File: src/rtl/dmem_responder_if.sv
// Purpose: one requester port of the shared data memory (request, grant, response).
// Latency: gnt is combinational from req; rvalid/rdata/err arrive one cycle after gnt.
// Backpressure: requester holds req and its fields stable until gnt is seen high.
interface dmem_port_if;
    logic        req;
    logic        we;
    logic [31:0] addr;
    logic [31:0] wdata;
    logic        gnt;
    logic        rvalid;
    logic [31:0] rdata;
    logic        err;

    modport master (
        output req, we, addr, wdata,
        input  gnt, rvalid, rdata, err
    );

    modport slave (
        input  req, we, addr, wdata,
        output gnt, rvalid, rdata, err
    );
endinterface

File: src/rtl/dmem_responder.sv
// Purpose: two-port arbitrated access to a single-ported DEPTH x 32 data memory, with range checking.
// Latency: grant is combinational; load data or error response registered, 1 cycle after grant.
// Backpressure: the losing port sees gnt low and keeps requesting; one access per cycle sustained.
// Build option: define DMEM_RR_ARB_EN for round-robin arbitration; otherwise port 0 has fixed priority.
module dmem_responder #(
    parameter int DEPTH = 32,
    parameter int AW    = 5
) (
    input  logic        clk,
    input  logic        rst,
    dmem_port_if.slave  p0,
    dmem_port_if.slave  p1
);

    logic [31:0]   mem [DEPTH];
    logic          last_gnt;
    logic          gnt0;
    logic          gnt1;
    logic          acc;
    logic          sel_we;
    logic [31:0]   sel_addr;
    logic [31:0]   sel_wdata;
    logic          in_range;
    logic [AW-1:0] idx;
    logic          rsp;
    logic [31:0]   rsp_dat;

    logic          rvalid0;
    logic          err0;
    logic [31:0]   rdata0;
    logic          rvalid1;
    logic          err1;
    logic [31:0]   rdata1;

    // Arbitration: a lone requester always wins; contention resolved by the configured policy.
    always_comb begin
        gnt0 = 1'b0;
        gnt1 = 1'b0;
        if (!rst) begin
            if (p0.req && p1.req) begin
`ifdef DMEM_RR_ARB_EN
                gnt0 = last_gnt;
                gnt1 = !last_gnt;
`else
                gnt0 = 1'b1;
`endif
            end else begin
                gnt0 = p0.req;
                gnt1 = p1.req;
            end
        end
    end

`ifndef DMEM_RR_ARB_EN
    // Fixed priority keeps last_gnt up to date for observability but never consults it.
    logic unused_last_gnt;
    assign unused_last_gnt = last_gnt;
`endif

    // Route the granted port's request onto the single memory access path.
    always_comb begin
        sel_we    = p0.we;
        sel_addr  = p0.addr;
        sel_wdata = p0.wdata;
        if (gnt1) begin
            sel_we    = p1.we;
            sel_addr  = p1.addr;
            sel_wdata = p1.wdata;
        end
    end

    assign acc      = gnt0 | gnt1;
    assign in_range = (sel_addr[31:AW] == '0);
    assign idx      = sel_addr[AW-1:0];
    // Loads always answer; stores answer only when they fault.
    assign rsp      = acc && (!sel_we || !in_range);
    assign rsp_dat  = in_range ? mem[idx] : 32'h0;

    // Memory array: cleared by reset, written only by granted in-range stores.
    always_ff @(posedge clk or posedge rst) begin
        if (rst) begin
            for (int i = 0; i < DEPTH; i++) begin
                mem[i] <= 32'h0;
            end
        end else if (acc && sel_we && in_range) begin
            mem[idx] <= sel_wdata;
        end
    end

    // Remember the most recent winner; port 0 is favoured first out of reset.
    always_ff @(posedge clk or posedge rst) begin
        if (rst) begin
            last_gnt <= 1'b1;
        end else if (gnt0) begin
            last_gnt <= 1'b0;
        end else if (gnt1) begin
            last_gnt <= 1'b1;
        end
    end

    // Port 0 response: one-cycle rvalid pulse, rdata holds between responses.
    always_ff @(posedge clk or posedge rst) begin
        if (rst) begin
            rvalid0 <= 1'b0;
            err0    <= 1'b0;
            rdata0  <= 32'h0;
        end else begin
            rvalid0 <= gnt0 && rsp;
            err0    <= gnt0 && rsp && !in_range;
            if (gnt0 && rsp) begin
                rdata0 <= rsp_dat;
            end
        end
    end

    // Port 1 response: one-cycle rvalid pulse, rdata holds between responses.
    always_ff @(posedge clk or posedge rst) begin
        if (rst) begin
            rvalid1 <= 1'b0;
            err1    <= 1'b0;
            rdata1  <= 32'h0;
        end else begin
            rvalid1 <= gnt1 && rsp;
            err1    <= gnt1 && rsp && !in_range;
            if (gnt1 && rsp) begin
                rdata1 <= rsp_dat;
            end
        end
    end

    assign p0.gnt    = gnt0;
    assign p1.gnt    = gnt1;
    assign p0.rvalid = rvalid0;
    assign p0.err    = err0;
    assign p0.rdata  = rdata0;
    assign p1.rvalid = rvalid1;
    assign p1.err    = err1;
    assign p1.rdata  = rdata1;

endmodule

File: src/flat_wrapper.sv
// flat-port wrapper written by rule: the top's interface ports become plain ports
module dmem_responder_flat 
#(
    parameter int DEPTH = 32,
    parameter int AW    = 5
)
  (clk, rst, p0_req, p0_we, p0_addr, p0_wdata, p0_gnt, p0_rvalid, p0_rdata, p0_err, p1_req, p1_we, p1_addr, p1_wdata, p1_gnt, p1_rvalid, p1_rdata, p1_err);
  dmem_port_if p0_i ();
  dmem_port_if p1_i ();
  input  logic clk;
  input  logic rst;
  input wire logic [$bits(p0_i.req)-1:0] p0_req;
  input wire logic [$bits(p0_i.we)-1:0] p0_we;
  input wire logic [$bits(p0_i.addr)-1:0] p0_addr;
  input wire logic [$bits(p0_i.wdata)-1:0] p0_wdata;
  output wire logic [$bits(p0_i.gnt)-1:0] p0_gnt;
  output wire logic [$bits(p0_i.rvalid)-1:0] p0_rvalid;
  output wire logic [$bits(p0_i.rdata)-1:0] p0_rdata;
  output wire logic [$bits(p0_i.err)-1:0] p0_err;
  input wire logic [$bits(p1_i.req)-1:0] p1_req;
  input wire logic [$bits(p1_i.we)-1:0] p1_we;
  input wire logic [$bits(p1_i.addr)-1:0] p1_addr;
  input wire logic [$bits(p1_i.wdata)-1:0] p1_wdata;
  output wire logic [$bits(p1_i.gnt)-1:0] p1_gnt;
  output wire logic [$bits(p1_i.rvalid)-1:0] p1_rvalid;
  output wire logic [$bits(p1_i.rdata)-1:0] p1_rdata;
  output wire logic [$bits(p1_i.err)-1:0] p1_err;
  assign p0_i.req = p0_req;
  assign p0_i.we = p0_we;
  assign p0_i.addr = p0_addr;
  assign p0_i.wdata = p0_wdata;
  assign p0_gnt = p0_i.gnt;
  assign p0_rvalid = p0_i.rvalid;
  assign p0_rdata = p0_i.rdata;
  assign p0_err = p0_i.err;
  assign p1_i.req = p1_req;
  assign p1_i.we = p1_we;
  assign p1_i.addr = p1_addr;
  assign p1_i.wdata = p1_wdata;
  assign p1_gnt = p1_i.gnt;
  assign p1_rvalid = p1_i.rvalid;
  assign p1_rdata = p1_i.rdata;
  assign p1_err = p1_i.err;
  dmem_responder #(.DEPTH(DEPTH), .AW(AW)) u_core (.clk(clk), .rst(rst), .p0(p0_i), .p1(p1_i));
endmodule
File: config.mk
export PLATFORM = sky130hd
export DESIGN_NAME = dmem_responder_flat
export DESIGN_NICKNAME = d
export VERILOG_FILES = /design/src/rtl/dmem_responder_if.sv /design/src/rtl/dmem_responder.sv /design/src/flat_wrapper.sv
export SDC_FILE = /design/constraint.sdc
export NUM_CORES = 2
export LEC_CHECK = 0
export ABC_AREA = 1
export CORE_MARGIN = 1
export CORE_UTILIZATION = 30
export DETAILED_ROUTE_END_ITERATION = 7
export SYNTH_ARGS = -nofsm -noshare
export SYNTH_HDL_FRONTEND = slang
export SYNTH_SLANG_ARGS = --single-unit
File: constraint.sdc
create_clock -name clk -period 25.3 [get_ports clk]
set_input_delay 5.06 -clock clk [delete_from_list [all_inputs] [get_ports clk]]
set_output_delay 5.06 -clock clk [all_outputs]
set_load 0.005 [all_outputs]
* After elaboration in Yosys (flattened, before gate mapping)
Index checks and enable logic that the tools add are counted.
** Storage, ports and cells
- Input bits :: 134
- Flip-flop bits (word level) :: 1092
- Output and inout port bits :: 70
- Word-level logic and storage cells :: 69
** Cells by class
- Bitwise logic cells :: 2
- Reductions and logical operators :: 13
- Mux-type cells :: 14
- $lt $le $gt $ge :: 2
** Operators with widths (number)
- $bwmux 1024 :: 1
- $mux 32 :: 6
- $bmux 32 s5 :: 1
- $demux 32 s5 :: 1
- $logic_not 27->1 :: 1
- $logic_and 1x1->1 :: 9
- $ge 6x6->1 const B :: 1
- $lt 6x1->1 const B :: 1
- $not 5->6 :: 1
- $mux 1 :: 5
- $logic_not 1->1 :: 2
- $logic_or 1x1->1 :: 1
- $or 1x1->1 :: 1

* Depth between registers and ports, before layout
- Depth in word-level cells :: 10
- Mapped depth :: 17
- Gate-level depth less buffers :: 14

* Worst setup path before layout
OpenSTA, ideal clock, no wires.
- Path kind :: input port to output port
- From :: input rst
- To :: output p1_gnt
- Buffers on the path :: 0
- Stages on the path :: 3
- Data required time :: 20240 ps
- Arrival time :: 18340 ps
- Path slack :: 1900 ps
- Path through :: inv_2 -> nand3_2 -> inv_1
** Between the ends
- Word-level cells in the longest chain between the ends :: 1
** Ends and longest elaborated chain
- from (decl) :: RTL line flat_wrapper.sv:11 : input logic rst;
- $mux 1 :: RTL line dmem_responder.sv:39 : if (!rst) begin
- to (decl) :: RTL line flat_wrapper.sv:24 : output wire logic [$bits(p1_i.gnt)-1:0] p1_gnt;
No other way between the ends.

* Worst setup path in the final report
Same ends and word-level chain as after synthesis.

==> flow_summary.yaml <==
grt:
  overflow: 0
  grt_pass1_wl_um: 262000
  track_usage_pct: 18.7
  grt_max_degree: 172
  grt_pass1_vias: 42800
  antenna_found_initial: 1
sta:
  drv_slew: 0
  worst_pin_slew_ps: 1220
  finalSetupTns_ps: 0
  setup_viol: 0
  max_slew_margin_pct: 17.2
  fmaxAchievable_mhz: 80.8
  final.min_clock_period_ps: 12380
  rsz0062_at_grt: "false"
  period_share_pct: 48.9
  finClkSkew_ps: 20.6
  hold_viol: 0
synthesis:
  avgSynthCellArea_um2: 7.16
  netlist_top_cells_area: "dfrtp_1 (51%), nand2_1 (24%), o21ai_1 (9.0%), inv_1 (6.0%), clkbuf_1 (2.8%)"
  synth.cell_area_mm2: 0.0537
  syn-num-nets: 7640
  synth_top_area_cell: "dfrtp_1"
  synth_edf_count: 0
  synth_top_area_share_pct: 50.8
  ys_warn_count: 0
  ys.flop_type: "dfrtp_1"
  ys_ff_latch: 1092
  synth_commonest_cells: "nand2_1 (3487), dfrtp_1 (1092), o21ai_1 (963)"
  yosys.cell_count.top_type: "nand2_1"
  synth.lib_cells_used.distinct: 24
  synth_cells: 7506
  yosysSeqAreaShare_pct: 50.8
  synthArstFlopShare_pct: 100
die:
  die_y_um: 425
  die_x_um: 425
  initial_utilization_pct: 30.4
  rows: 154
  core_mm2: 0.177
  dieArea_mm2: 0.181
  pin_count: 204
clocking:
  htreeDepth: 3
  clk_latency_ps: 730
  cts_root_buffer: "clkbuf_16"
  numCtsBuffers: 113
  cts_setup_buffers: 0
  cts_resized: 0
  clock-sinks: 1092
  cts_tree: "yes"
  cts_hold_buf: 0
  clk_pin_slew_ps: 50
  clk_path_buf_depth: 3
worst_setup_path:
  r2r-end: "u_core.p0.rdata[8]"
  endpoint_kind: "output port"
  critical_path_class: "input port to output port"
  r2r-start: "u_core.mem[168]"
  required_ps: 20240
  cp_max_fo: 119
  critPathLaunchType: "input port"
  ff2ff_path_depth: 10
  r2r_setup_slack_ps: 23630
  cp.arrival_ps: 7320
detailed_routing:
  vias: 46400
  routedWlPerCell_um: 17.3
  remaining_drc_errors: 0
  finalWirelength_um: 170000
  dr.pass1.iters: 6
  drtIter0Drc: 4751
  via_per_inst: 4.71
  drtAntennaViolNets: 0
cells_and_area:
  syn_to_final_growth_pct: 14.8
  n_antenna_cell: 0
  fillers: 18600
  drive_above_1_share_pct: 4.70
  finish.instance_area_mm2: 0.0617
  fin_nets: 7533
worst_hold_path:
  holdPathStages: 2
  min_path_type: "flip-flop to flip-flop"
  whs_endpoint: "u_core.p1.rdata[7]"
  hp-start: "u_core.p1.rdata[7]"
pwr:
  power_density_mw_per_mm2: 62.6
  p_leak_nw: 29.9
  max-vdd-ir-drop_uv: 54.8
  power_w: 0.00386
run:
  cap_viol_max_count: 0
status:
  status: "completed"
place:
  detailed_place_hpwl_um: 93200
  dpl_cell_area_mm2: 0.0579
  io_buffer_count: 203
  gp_congestion: 0.797
[cell usage in the layout (no fill, tap or decap), drive strengths merged, types with 60 or more instances in the layout]
| cell type | count |
|---|---|
| nand2 | 3515 |
| o21ai | 1121 |
| dfrtp | 1092 |
| inv | 869 |
| clkdlybuf4s50 | 203 |
| clkbuf | 176 |
| nor2 | 135 |
| buf | 86 |
| nand4 | 64 |
| a21oi | 60 |
| nand3b | 60 |
[registers in the layout (all words and copies together) (netlist names)]
register / cells
u_core.mem: 1024
u_core.p0.err: 1
u_core.p0.rdata: 32
u_core.p0.rvalid: 1
u_core.p1.err: 1
u_core.p1.rdata: 32
u_core.p1.rvalid: 1
[kinds of logic (layout without fill, tap and decap cells)]
logic type / after synthesis / in the layout / share of synthesized area (%)
compound gates: 1182 / 1182 / 11.1
mux: 32 / 32 / 0.596
simple gates: 3820 / 3820 / 27.7
flops: 1092 / 1092 / 50.8
buf+inv: 1380 / 1366 / 9.83
[worst max-delay path by stage]
stage	startpoint	to	slack, ps	cells after the start
floorplan	rst	p1_gnt	1900	3
global placement	rst	p1_gnt	12790	6
detailed placement	rst	p1_gnt	12800	6
CTS	rst	p1_gnt	12800	6
global route	rst	p1_gnt	12610	6
finish	rst	p1_gnt	12920	6
[power breakdown]
part / switching [W] / internal (W)
registers: 0.0000000894 / 0.00175
logic: 0.000281 / 0.000101
clock network: 0.000720 / 0.00101
total: 0.00100 / 0.00286
[worst max-delay path, cell delays in order]
cell	delay [ps]
clkdlybuf4s50_1	510
inv_8	590
nand3_4	240
inv_1	100
buf_4	240
clkdlybuf4s50_1	540
[cell type report]
cell class | instances | area (µm²) | share of cell area, %
well taps | 2340 | 2930 | 4.75
inverters | 869 | 3280 | 5.31
clock inverters | 32 | 405 | 0.657
flip-flops and latches | 1092 | 27300 | 44.3
repair buffers | 289 | 2730 | 4.42
multi-input cells | 5034 | 21600 | 35.0
clock buffers | 176 | 3420 | 5.54
[per-layer routing]
layer | up-vias | global-route usage [%] | wire length [µm]
met4 | 0 | 5.93 | 5390
met5 | - | 0 | 0
met3 | 257 | 2.35 | 10100
met1 | 22000 | 25.3 | 76300
li1 | 22700 | - | -
met2 | 1368 | 30.8 | 78200
[through the flow]
step                      setup WS [ps]  utilization, %  hold slack [ps]  std cells
final                             12920            34.8              479       9832
after global routing              12610            34.8              497       9832
after CTS                         12800            34.8              482       9832
after detailed placement          12800            32.7              467       9624
after global placement            12790            32.7              457       9624
after floorplan                    1900               -              444       7506
Power figures use the tool's default switching activity.
